===== config.mk =====
export PLATFORM = sky130hd
export DESIGN_NAME = fetch_unit
export DESIGN_NICKNAME = d
export VERILOG_FILES = /design/src/rtl/fetch_unit.sv
export SDC_FILE = /design/constraint.sdc
export NUM_CORES = 1
export LEC_CHECK = 0
export ABC_AREA = 0
export CAP_MARGIN = 5
export CELL_PAD_IN_SITES_DETAIL_PLACEMENT = 2
export CELL_PAD_IN_SITES_GLOBAL_PLACEMENT = 2
export CORE_MARGIN = 5
export CORE_UTILIZATION = 33
export CTS_CLUSTER_SIZE = 8
export DETAILED_ROUTE_END_ITERATION = 12
export HOLD_SLACK_MARGIN = 0.1
export PLACE_DENSITY = 0.91
export SETUP_SLACK_MARGIN = 0.4
export SKIP_CTS_REPAIR_TIMING = 1
export SYNTH_ARGS = -nofsm -noshare
export SYNTH_HDL_FRONTEND = slang
export SYNTH_SLANG_ARGS = --single-unit

===== constraint.sdc =====
create_clock -name clock -period 4 [get_ports clock]
set_clock_uncertainty 0.15 [all_clocks]
set_input_delay 1 -clock clock [delete_from_list [all_inputs] [get_ports clock]]
set_output_delay 1 -clock clock [all_outputs]
set_load 0.02 [all_outputs]

===== src/rtl/fetch_unit.sv =====
// Instruction fetch stage: owns the PC, issues one read at a time on a
// valid/ready memory port, and hands each fetched pc/instruction pair to the
// decode register with a one-cycle write-enable strobe. Redirects cancel
// anything in flight; a bad read response parks the unit until reset.
module fetch_unit #(
    parameter logic [31:0] RESET_PC = 32'h8000_0000
) (
    input  logic        clock,
    input  logic        reset,
    output logic        ifu_arvalid_o,
    output logic [31:0] ifu_araddr_o,
    input  logic        ifu_arready_i,
    input  logic        ifu_rvalid_i,
    input  logic [31:0] ifu_rdata_i,
    input  logic [1:0]  ifu_rresp_i,
    output logic        ifu_rready_o,
    input  logic        stall_i,
    input  logic        redirect_i,
    input  logic [31:0] redirect_pc_i,
    output logic        we_o,
    output logic [31:0] pc_o,
    output logic [31:0] inst_o,
    output logic        fetch_err_o
);

    typedef enum logic [2:0] {
        IDLE = 3'd0,
        ADDR = 3'd1,
        DATA = 3'd2,
        HOLD = 3'd3,
        ERR  = 3'd4
    } state_t;

    state_t      r_state;
    logic [31:0] r_pc;
    logic [31:0] r_inst_buf;
    logic [31:0] r_pc_out;
    logic        r_kill;
    logic [31:0] r_redir_pc;
    logic        r_fetch_err;
    logic        r_arvalid;
    logic        r_rready;

    // Redirect targets are always word aligned before use.
    logic [31:0] w_target;
    assign w_target = {redirect_pc_i[31:2], 2'b00};

    // Fetch FSM: PC, handshake flags, delivery buffer and kill bookkeeping.
    // NOTE: every register here uses <= so all updates see the pre-edge
    // values; mixing in blocking assignments would make results depend on
    // statement order.
    always_ff @(posedge clock or negedge reset) begin
        if (!reset) begin
            r_state     <= IDLE;
            r_pc        <= RESET_PC;
            r_inst_buf  <= 32'h0;
            r_pc_out    <= RESET_PC;
            r_kill      <= 1'b0;
            r_redir_pc  <= 32'h0;
            r_fetch_err <= 1'b0;
            r_arvalid   <= 1'b0;
            r_rready    <= 1'b0;
        end else begin
            case (r_state)
                IDLE: begin
                    if (redirect_i) begin
                        r_pc <= w_target;
                    end
                    r_state   <= ADDR;
                    r_arvalid <= 1'b1;
                end

                ADDR: begin
                    // The request stays untouched; a redirect only arms kill.
                    if (redirect_i) begin
                        r_kill     <= 1'b1;
                        r_redir_pc <= w_target;
                    end
                    if (ifu_arready_i) begin
                        r_state   <= DATA;
                        r_arvalid <= 1'b0;
                        r_rready  <= 1'b1;
                    end
                end

                DATA: begin
                    if (ifu_rvalid_i) begin
                        r_rready <= 1'b0;
                        if (r_kill || redirect_i) begin
                            // Killed response: data and error both dropped;
                            // a redirect arriving this cycle is the latest.
                            r_kill    <= 1'b0;
                            r_pc      <= redirect_i ? w_target : r_redir_pc;
                            r_state   <= ADDR;
                            r_arvalid <= 1'b1;
                        end else if (ifu_rresp_i != 2'b00) begin
                            r_fetch_err <= 1'b1;
                            r_state     <= ERR;
                        end else begin
                            r_inst_buf <= ifu_rdata_i;
                            r_pc_out   <= r_pc;
                            r_state    <= HOLD;
                        end
                    end else if (redirect_i) begin
                        r_kill     <= 1'b1;
                        r_redir_pc <= w_target;
                    end
                end

                HOLD: begin
                    if (redirect_i) begin
                        r_pc      <= w_target;
                        r_state   <= ADDR;
                        r_arvalid <= 1'b1;
                    end else if (!stall_i) begin
                        r_pc      <= r_pc + 32'd4;
                        r_state   <= ADDR;
                        r_arvalid <= 1'b1;
                    end
                end

                ERR: begin
                    r_state <= ERR;
                end

                default: begin
                    r_state   <= IDLE;
                    r_arvalid <= 1'b0;
                    r_rready  <= 1'b0;
                end
            endcase
        end
    end

    // Delivery strobe: decode takes the held instruction when it is free
    // and no redirect is dropping it.
    // NOTE: this is the one output that must react within the cycle to
    // stall_i/redirect_i, so it is decoded from the registered state rather
    // than registered itself; every path is assigned, so no latch forms.
    always_comb begin
        we_o = 1'b0;
        if (r_state == HOLD) begin
            we_o = !stall_i && !redirect_i;
        end
    end

    assign ifu_arvalid_o = r_arvalid;
    assign ifu_araddr_o  = r_pc;
    assign ifu_rready_o  = r_rready;
    assign pc_o          = r_pc_out;
    assign inst_o        = r_inst_buf;
    assign fetch_err_o   = r_fetch_err;

endmodule


Word-level counts from Yosys, hierarchy flattened --
Cells that the tools add are included.
Word-level totals: input bits 72, logic and storage cells 72, output and inout bits 100, flip-flop bits (word level) 135
Cells by class: muxes and demuxes 30, add/sub/neg operators 1, equality and inequality tests 11, bitwise logic cells 4, reduce and logical (&&, ||, !) cells 17
Operator list (count):
- 32-bit two-way mux | 7
- 32-bit one-hot mux with 3 select lines | 1
- 32-bit one-hot mux with 2 select lines | 1
- 32-bit by 3-bit adder with 32-bit output (second input constant) | 1
- 3-bit two-way mux | 6
- 3-bit one-hot mux with 5 select lines | 1
- 1-bit two-way mux | 11
- 2-bit != test (second input constant) | 5
- 5-bit AND reduction | 2
- 4-bit AND reduction | 2
- 3-bit by 2-bit equality test with 1-bit output (second input constant) | 2
- 3-bit != test (second input constant) | 2
- 3-bit AND reduction | 2
- 1-bit one-hot mux with 5 select lines | 1
- 1-bit NOT | 4
- 2-bit AND reduction | 2
- 2-bit nonzero test | 2
- 3-bit by 1-bit equality test with 1-bit output (second input constant) | 1
- 3-bit equality test (second input constant) | 1
- 3-bit zero test | 1
- 1-bit one-hot mux with 3 select lines | 1
- 3-bit nonzero test | 1
- 3-bit OR reduction | 1
- 1-bit zero test | 2
- 3 further kinds | 3

Depth between registers and ports, before layout --
Gate-level depths: netlist of the first run.
word-level depth 5, depth in mapped cells 8, mapped depth without buffers 6

Worst setup path before layout of the first run --
Ideal clock, no wire load.
path kind input port to output port, start input redirect_i, end output we_o, data required time 2.850 ns, arrival time 1.972 ns, path buffers 2, cell stages on the path 6, path slack 0.878 ns, path through clkbuf_1 -> nand2b_1 -> and3_1 -> clkbuf_1 -> nand2_1 -> inv_1
On the way: cells in the longest elaborated chain, start to end 3
Ends and longest elaborated chain:
- start, declared | RTL line 18 | input logic redirect_i,
- 1-bit zero test | RTL line 143 | we_o = !stall_i && !redirect_i;
- 1-bit logical AND | RTL line 143
- 1-bit two-way mux | RTL line 142 | if (r_state == HOLD) begin
- end, declared | RTL line 20 | output logic we_o,
Every way passes these cells.

Worst setup path after layout of the first run --
Same ends and word-level chain as after synthesis.

==> results of run 1 <==
layer usage:
metal  vias up  GRT usage [%]  share of wire, %
met1      3087           25.2                42
met4         0           5.55               1.1
met5         -              0                 0
met3        22           4.50               4.3
met2       153           38.6                53
li1       2717              -                 -
sequential cells by signal (all words and copies together) (netlist names):
name / flops
ifu_araddr_o: 32
inst_o: 32
pc_o: 32
r_redir_pc: 32
r_state: 3
fetch_err_o: 1
ifu_arvalid_o: 1
ifu_rready_o: 1
r_kill: 1
final cells by class:
cell class | instances | share of cell area, %
clock buffers | 17 | 4.53
clock inverters | 15 | 1.65
inverters | 23 | 0.920
multi-input cells | 452 | 32.9
flip-flops and latches | 135 | 36.0
well taps | 270 | 3.60
repair buffers | 193 | 20.4
cell usage after synthesis (3+ instances only):
cell type,count
a211oi_1,10
a21oi_1,33
a221o_1,6
a221oi_1,6
a22o_1,4
a22oi_1,5
a2bb2oi_1,4
a31o_2,3
a31oi_1,5
and2_1,9
and3_1,12
and4_1,3
buf_1,3
buf_2,6
buf_6,6
clkbuf_1,29
dfrtp_1,133
inv_1,23
mux2_2,80
mux2i_1,7
nand2_1,58
nand2b_1,9
nand3_1,22
nand4_1,16
nor2_1,34
nor2b_1,9
nor3_1,6
nor4_1,3
o211ai_1,6
o21ai_0,59
o22ai_1,5
xnor2_1,3
xor2_1,4
where the power goes:
| part | switching [mW] | internal [mW] |
|---|---|---|
| clock network | 0.737 | 0.834 |
| logic | 1.61 | 1.34 |
| registers | 0.528 | 1.84 |
| total | 2.88 | 4.01 |
cell families after synthesis:
| family | count (synthesis) |
|---|---|
| buffers and inverters | 69 |
| AND/OR/NAND/NOR | 194 |
| multiplexers | 87 |
| AO/OA/AOI/OAI | 163 |
| flip-flops | 135 |
| adder cells (fa/ha/maj) | 1 |
| XOR/XNOR | 7 |
cell usage in the layout, fill, tap and decap left out, types with 9 or more instances in the layout:
cell type and count:
a21oi_1 33, nand2_1 58, mux2_2 80, and3_1 12, inv_1 23, nand3_1 22, clkbuf_16 17, dfrtp_1 133
buf_4 21, nand4_1 16, nand2b_1 9, o21ai_0 59, nor2b_1 9, a211oi_1 10, and2_1 9, nor2_1 34
clkdlybuf4s50_1 167
final timing paths:
kind / endpoint / slack (ns) / depth (start not counted)
worst max-delay path: we_o / 0.47 / 6
worst min register to register: fetch_err_o / 0.33 / 1
worst min-delay path: fetch_err_o / 0.33 / 1
min in group asynchronous: pc_o[26] / 0.36 / 1
max in group asynchronous: pc_o[10] / 2.55 / 2
worst max register to register: ifu_araddr_o[28] / 1.12 / 6
==> results_dict.tcl, run 1 <==
set metrics [dict create \
    synth_top_flop_cell "dfrtp_1" \
    cp-end-kind "output port" \
    multi_input_area_mm2 0.00309 \
    slew_viol_final 0 \
    synthSimpleGateAreaFrac_pct 15.0 \
    finalSetupTns_ns 0 \
    io_buffers 169 \
    rsz0062_at_grt "false" \
    synth_xor_area_share_pct 0.904 \
    antenna_found_initial 0 \
    critical_path_buf_inv_count 3 \
    cts_buffers 17 \
    grt_util_all_layers_pct 21.1 \
    cts.htree.levels 4 \
    synth_compound_area_share_pct 15.1 \
    preCtsSetupSlack_ns 0.126 \
    cts_tree "done" \
    synth.top_cells.by_area "dfrtp_1 (49%), mux2_2 (13%), o21ai_0 (4.4%)" \
    hold_violations 0 \
    grt_pass1_vias 6810 \
    start_util_pct 33.5 \
    vias 5979 \
    worst-path-max-fanout 2 \
    max_freq_mhz 284 \
    pin_count 172 \
    synth_nets 729 \
    hold_ws_ns 0.326 \
    yosysUniqueCellTypes 60 \
    synthCells 656 \
    layout-drive-gt1-share_pct 17.7 \
    final_cells 1105 \
    final.setup.worst_slack_ns 0.473 \
    postSynth.asyncResetShare_pct 100 \
    cts_sinks 135 \
    synthAdderAreaFrac_pct 0.185 \
    power_density_mw_per_mm2 733 \
    setup_viol 0 \
    fin_nets 895 \
    initialDrtViolationCount 246 \
    crit_path_start_kind "input port" \
    dr.pass1.iters 4 \
    tightest_slew_ns 0.894 \
    power.leakage_nw 4.08 \
    drv_cap 0 \
    diodes 0 \
    gp_congestion 0.788 \
    hold_path_class "register to register" \
    placed_cell_area_mm2 0.00881 \
    ir_drop_mv 0.420 \
    hp-start "fetch_err_o" \
    detail-route-antenna-nets 0 \
    synthMuxAreaShare_pct 14.3 \
    crit_type "input port to output port" \
    synth.top_cell.area_share_pct 49.1 \
    synth_edf_count 0 \
    fin_crit_sh_pct 88.2 \
    synthToLayoutAreaGrowth_pct 38.5 \
    yosys.area.top_type "dfrtp_1" \
    cpMaxStageDelayCell "clkdlybuf4s50_1" \
    clk_latency_ns 0.44 \
    syn_area_per_cell_um2 10.3 \
    overflow 0 \
    regToRegStartpoint "ifu_araddr_o[2]" \
    period_needed_ns 3.53 \
    cts.path.max_buffers 2 \
    crit_path_start "redirect_i" \
    dieWidth_um 153 \
    power_mw 6.88 \
    die_h_um 153 \
    crit_family "buffers and inverters" \
    grt_pass1_wl_um 39400 \
    grt_max_degree 57 \
    seqCellArea_mm2 0.00338 \
    core_mm2 0.0202 \
    slew_headroom_pct 40.4 \
    mappedNetlistArea_mm2 0.00678 \
    root_buffer "clkbuf_16" \
    crit_path_cell_trace "clkdlybuf4s50_1 -> nand2b_1 -> and3_1 -> nand2_1 -> inv_1 -> dlymetal6s2s_1" \
    num_rows 52 \
    yosys_warnings 0 \
    required_ns 2.85 \
    worst_ep_arrival_time_ns 2.38 \
    dieArea_mm2 0.0235 \
    wl_per_cell_um 22.6 \
    ys_seq_area_share_pct 49.9 \
    nFillCells 2095 \
    design_area_mm2 0.00939 \
    status "finished clean" \
    postLayoutCoreUtil_pct 46.4 \
    wirelength_um 24900 \
    viasPerCell 5.41 \
    crit_path_max_incr_delay_ns 0.53 \
    ys_ff_latch 135 \
    remaining_drc_errors 0 \
    dp_hpwl_um 17400 \
    cts.clk_slew.worst_paths_ns 0.06 \
    placed_cells 1073 \
    synth_top_family_by_area "compound AO/OA/AOI/OAI gates" \
]
(Power assumes the default switching activity.)
==> inputs of run 2 (changes only) <==
--- a/config.mk
+++ b/config.mk
@@ -10,11 +10,12 @@
 export CELL_PAD_IN_SITES_DETAIL_PLACEMENT = 2
 export CELL_PAD_IN_SITES_GLOBAL_PLACEMENT = 2
 export CORE_MARGIN = 5
-export CORE_UTILIZATION = 33
+export CORE_UTILIZATION = 31
 export CTS_CLUSTER_SIZE = 8
 export DETAILED_ROUTE_END_ITERATION = 12
 export HOLD_SLACK_MARGIN = 0.1
-export PLACE_DENSITY = 0.91
+export PLACE_DENSITY = 0.86
+export REMOVE_ABC_BUFFERS = 1
 export SETUP_SLACK_MARGIN = 0.4
 export SKIP_CTS_REPAIR_TIMING = 1
 export SYNTH_ARGS = -nofsm -noshare
==> constraint.sdc (replaced) <==
create_clock -name clock -period 3.4 [get_ports clock]
set_clock_uncertainty 0.15 [all_clocks]
set_input_delay 0.85 -clock clock [delete_from_list [all_inputs] [get_ports clock]]
set_output_delay 0.85 -clock clock [all_outputs]
set_load 0.02 [all_outputs]
==> run 2 against run 1 <==
Die area rose by 6.0%. Power rose by 19%. Register-to-register slack got worse by 0.47 ns. Critical path type is now input port to register. Critical endpoint is now ifu_araddr_o[29]. Worst hold slack got worse by 0.081 ns. Flip-flop and latch count did not move.
==> results_dict.tcl, run 2 (same netlist as run 1, synthesis figures left out) <==
set metrics [dict create \
    tightest_slew_ns 0.702 \
    cts.path.max_buffers 2 \
    final.setup.worst_slack_ns 0.584 \
    diodes 0 \
    nFillCells 2257 \
    dieArea_mm2 0.0249 \
    cts_sinks 135 \
    synthToLayoutAreaGrowth_pct 40.2 \
    ff2ff_setup_slack_ns 0.65 \
    reg2reg_to "ifu_araddr_o[30]" \
    dr.pass1.iters 4 \
    hold_violations 0 \
    slew_viol_final 0 \
    worst_ep_arrival_time_ns 2.98 \
    io_buffers 169 \
    crit_type "input port to register" \
    hold_path_class "input port to asynchronous set/reset pin" \
    fin_crit_sh_pct 82.8 \
    fin_nets 905 \
    period_needed_ns 2.82 \
    final_common_cell "clkdlybuf4s50_1" \
    remaining_drc_errors 0 \
    cts_buffers 17 \
    dr_wl_met3_um 1330 \
    core_mm2 0.0217 \
    power_density_mw_per_mm2 865 \
    ir_drop_mv 0.389 \
    num_rows 54 \
    grt_max_degree 58 \
    wl_met2_um 12600 \
    power.leakage_nw 4.13 \
    initialDrtViolationCount 275 \
    reg2reg_depth 6 \
    worst-path-max-fanout 3 \
    gp_congestion 0.807 \
    overflow 0 \
    layout_common_cells "clkdlybuf4s50_1 (165), dfrtp_1 (133), mux2_2 (80)" \
    wl_per_cell_um 21.6 \
    setup_viol 0 \
    final_cells 1125 \
    max_freq_mhz 355 \
    die_h_um 158 \
    clk_latency_ns 0.43 \
    slew_headroom_pct 52.9 \
    regToRegStartpoint "ifu_araddr_o[2]" \
    pin_count 172 \
    status "finished clean" \
    preCtsSetupSlack_ns -0.185 \
    rsz0062_at_grt "false" \
    placed_cells 1093 \
    top_layer "met4" \
    grt_pass1_wl_um 38000 \
    start_util_pct 31.3 \
    cts_tree "done" \
    drv_cap 0 \
    met1Wirelength_um 10100 \
    vias 5977 \
    cts.clk_slew.worst_paths_ns 0.06 \
    cts.htree.levels 4 \
    dieWidth_um 158 \
    layout-drive-gt1-share_pct 18.7 \
    detail-route-antenna-nets 0 \
    grt_pass1_vias 6688 \
    required_ns 3.56 \
    grt_util_all_layers_pct 19.5 \
    crit_path_start_kind "input port" \
    wirelength_um 24300 \
    hold_ws_ns 0.245 \
    dp_hpwl_um 16900 \
    antenna_found_initial 0 \
    root_buffer "clkbuf_16" \
    viasPerCell 5.31 \
    cp-end-kind "register" \
]
-- run 2: metal layers --
layer / vias to the layer above / GRT usage, %
met5: - / 0
met3: 15 / 3.80
met1: 3096 / 24.4
met4: 0 / 5.37
li1: 2721 / -
met2: 145 / 34.5
-- run 2: worst max-delay path by stage --
stage / start / endpoint / cells past startpoint
2_1_floorplan: r_state[0] / r_redir_pc[10] / 4
3_3_place_gp: redirect_i / we_o / 6
3_5_place_dp: redirect_i / we_o / 6
4_1_cts: redirect_i / we_o / 6
5_1_grt: ifu_araddr_o[2] / ifu_araddr_o[30] / 6
6_report: ifu_rvalid_i / ifu_araddr_o[29] / 7
-- run 2: report_power, final --
part	switching (mW)	leakage, nW	total (mW)	internal (mW)
sequential	0.582	1.73	2.75	2.16
combinational	1.93	2.12	3.54	1.62
clock	0.757	0.282	1.94	1.18
total	3.27	4.13	8.23	4.96
-- run 2: layout make-up --
| class | instances | area, um2 | share of cell area, % |
|---|---|---|---|
| multi-input combinational | 452 | 3090 | 32.5 |
| clock buffer | 19 | 443 | 4.66 |
| timing repair buffer | 203 | 1990 | 20.9 |
| inverter | 23 | 86.3 | 0.908 |
| clock inverter | 13 | 171 | 1.80 |
| sequential | 135 | 3380 | 35.5 |
| tap | 280 | 350 | 3.68 |
-- run 2: critical path, stage by stage --
cell and delay, ns:
clkdlybuf4s50_1 0.50, o21ai_0 0.11, a211oi_1 0.36, nor2b_1 0.35, buf_4 0.20, mux2_2 0.33, a221o_1 0.27
-- run 2: metrics by stage --
stage               utilization [%]  total power, mW  TNS [ns]  area, um2
finish                         43.9             8.23         0       9510
global route                   43.9             8.70         0       9510
CTS                            43.8             8.32    -0.210       9510
detailed placement             41.0             6.28    -0.288       8890
global placement               41.0             6.09    -0.140       8890
floorplan                         -             4.47         0       6550
==> inputs of run 3 (changes only) <==
--- a/config.mk
+++ b/config.mk
@@ -10,11 +10,11 @@
 export CELL_PAD_IN_SITES_DETAIL_PLACEMENT = 2
 export CELL_PAD_IN_SITES_GLOBAL_PLACEMENT = 2
 export CORE_MARGIN = 5
-export CORE_UTILIZATION = 31
+export CORE_UTILIZATION = 28
 export CTS_CLUSTER_SIZE = 8
 export DETAILED_ROUTE_END_ITERATION = 12
 export HOLD_SLACK_MARGIN = 0.1
-export PLACE_DENSITY = 0.86
+export PLACE_DENSITY = 0.82
 export REMOVE_ABC_BUFFERS = 1
 export SETUP_SLACK_MARGIN = 0.4
 export SKIP_CTS_REPAIR_TIMING = 1
==> constraint.sdc (replaced) <==
create_clock -name clock -period 2.3 [get_ports clock]
set_clock_uncertainty 0.15 [all_clocks]
set_input_delay 0.575 -clock clock [delete_from_list [all_inputs] [get_ports clock]]
set_output_delay 0.575 -clock clock [all_outputs]
set_load 0.02 [all_outputs]
==> run 3 against run 2 <==
The flow now finishes with violations (setup timing). Setup slack worse by 0.64 ns. Clock power up 38%. Via count up 15%. Critical path depth up 1. Routed wire length up 42%. First-iteration DRC count up 23%. Critical endpoint is now pc_o[3]. Largest power group unchanged. Highest routed layer is now met5.
==> results_dict.tcl, run 3 (same netlist as run 1, synthesis figures left out) <==
set metrics [dict create \
    p_sw_share_pct 42.6 \
    io_buffers 169 \
    synthToLayoutAreaGrowth_pct 64.7 \
    final.setup.worst_slack_ns -0.0528 \
    slew_headroom_pct 64.7 \
    viasPerCell 5.42 \
    placed_cell_area_mm2 0.00935 \
    postLayoutCoreUtil_pct 46.3 \
    grt_pass1_wl_um 42500 \
    worst_ep_arrival_time_ns 2.52 \
    ff2ff_setup_slack_ns -0.05 \
    final_common_cell "dfrtp_1" \
    overflow 0 \
    cts.clk_slew.worst_paths_ns 0.06 \
    cp-endpoint "pc_o[3]" \
    grt_util_all_layers_pct 19.3 \
    core_mm2 0.0241 \
    hold_violations 0 \
    rsz0062_at_grt "true" \
    power_switching_mw 6.07 \
    slew_viol_final 0 \
    crit_path_start "r_state[1]" \
    initialDrtViolationCount 338 \
    drv_cap 0 \
    gp_congestion 0.806 \
    grt_pass1_vias 7221 \
    placed_cells 1184 \
    reg2reg_depth 8 \
    tightest_slew_ns 0.526 \
    dp_hpwl_um 18900 \
    crit_path_start_kind "register" \
    violations "setup timing" \
    fin_crit_sh_pct 102 \
    cts_tree "done" \
    design_area_mm2 0.0112 \
    p_int_mw 8.19 \
    cts.htree.levels 4 \
    dieWidth_um 166 \
    dieArea_mm2 0.0274 \
    cts_sinks 135 \
    crit_type "register to register" \
    worst-path-max-fanout 13 \
    start_util_pct 28.1 \
    finalSetupTns_ns -1.18 \
    power.leakage_nw 6.18 \
    antenna_found_initial 3 \
    setup_viol 52 \
    reg2reg_to "pc_o[3]" \
    root_buffer "clkbuf_16" \
    combPwrFrac_pct 52.5 \
    vias 6866 \
    final_cells 1266 \
    power_density_mw_per_mm2 1280 \
    power_mw 14.3 \
    ir_drop_mv 0.511 \
    clock_power_share_pct 18.8 \
    status "finished with violations" \
    nFillCells 2440 \
    layout_common_cells "dfrtp_1 (123), mux2_2 (78), dlymetal6s2s_1 (78)" \
    fin_nets 1000 \
    layout-drive-gt1-share_pct 36.9 \
    pin_count 172 \
    regToRegStartpoint "r_state[1]" \
    grt_max_degree 43 \
    cts.path.max_buffers 2 \
    pwr-share-seq_pct 28.7 \
    dr.pass1.iters 5 \
    wl_per_cell_um 27.3 \
    remaining_drc_errors 0 \
    die_h_um 166 \
    cts_buffers 17 \
    max_freq_mhz 425 \
    clk_latency_ns 0.44 \
    hold_path_class "register to register" \
    wirelength_um 34500 \
    required_ns 2.46 \
    cp-end-kind "register" \
    num_rows 57 \
    period_needed_ns 2.35 \
    detail-route-antenna-nets 0 \
]
run 3: changes by cell type in the layout (fill, tap and decap cells not counted), sizes merged:
cell,delta
clkinvlp,-2
bufinv,-2
clkdlybuf4s50,-99
dlymetal6s2s,+76
diode,+2
clkinv,+2
clkbuf,+33
dlygate4sd3,+1
inv,-3
buf,+89
run 3: critical path: stages (launching register included):
cell,delay [ns]
dfrtp_1,0.39
buf_6,0.13
buf_8,0.10
or3b_4,0.41
nor3_4,0.27
nand3_4,0.11
buf_12,0.18
clkbuf_16,0.19
mux2_2,0.28
run 3: per-stage QoR:
stage | setup WS [ns] | hold slack [ns]
after floorplan | -0.988 | 0.129
after global placement | -0.630 | 0.304
after detailed placement | -0.716 | 0.315
after CTS | -0.710 | -0.0931
after global routing | -0.117 | 0.356
final | -0.0528 | 0.347
run 3: per-layer routing:
metal	global-route usage, %	vias to the layer above	share of wire (%)
met5	0	-	0.038
met4	6.21	2	4.4
met3	4.74	106	4.4
met2	34.4	266	51
met1	22.8	3563	40
li1	-	2929	-
run 3: worst min path at each step:
stage,start,endpoint,slack [ns],cells after the start
6_report,inst_o[16],inst_o[16],0.35,1
4_1_cts,reset,r_state[0],-0.09,1
5_1_grt,inst_o[8],inst_o[8],0.36,1
3_3_place_gp,r_redir_pc[15],r_redir_pc[15],0.30,2
2_1_floorplan,reset,fetch_err_o,0.13,0
3_5_place_dp,fetch_err_o,fetch_err_o,0.32,1
run 3: cell type report:
type | instances | area, um2 | share of cell area [%]
repair buffers | 298 | 3220 | 28.8
clock inverters | 8 | 73.8 | 0.661
inverters | 23 | 92.6 | 0.829
flip-flops and latches | 135 | 3390 | 30.4
multi-input cells | 452 | 3510 | 31.4
well taps | 324 | 405 | 3.63
diodes | 2 | 5.00 | 0.0448
clock buffers | 24 | 472 | 4.22
run 3: power groups by stage:
stage               combinational, mW  sequential (mW)  clock [mW]
global route                     7.84             4.16        2.82
finish                           7.49             4.10        2.68
detailed placement               5.89             3.95           0
global placement                 5.63             3.87           0
CTS                              6.00             3.94        2.68
floorplan                        2.10             4.51           0
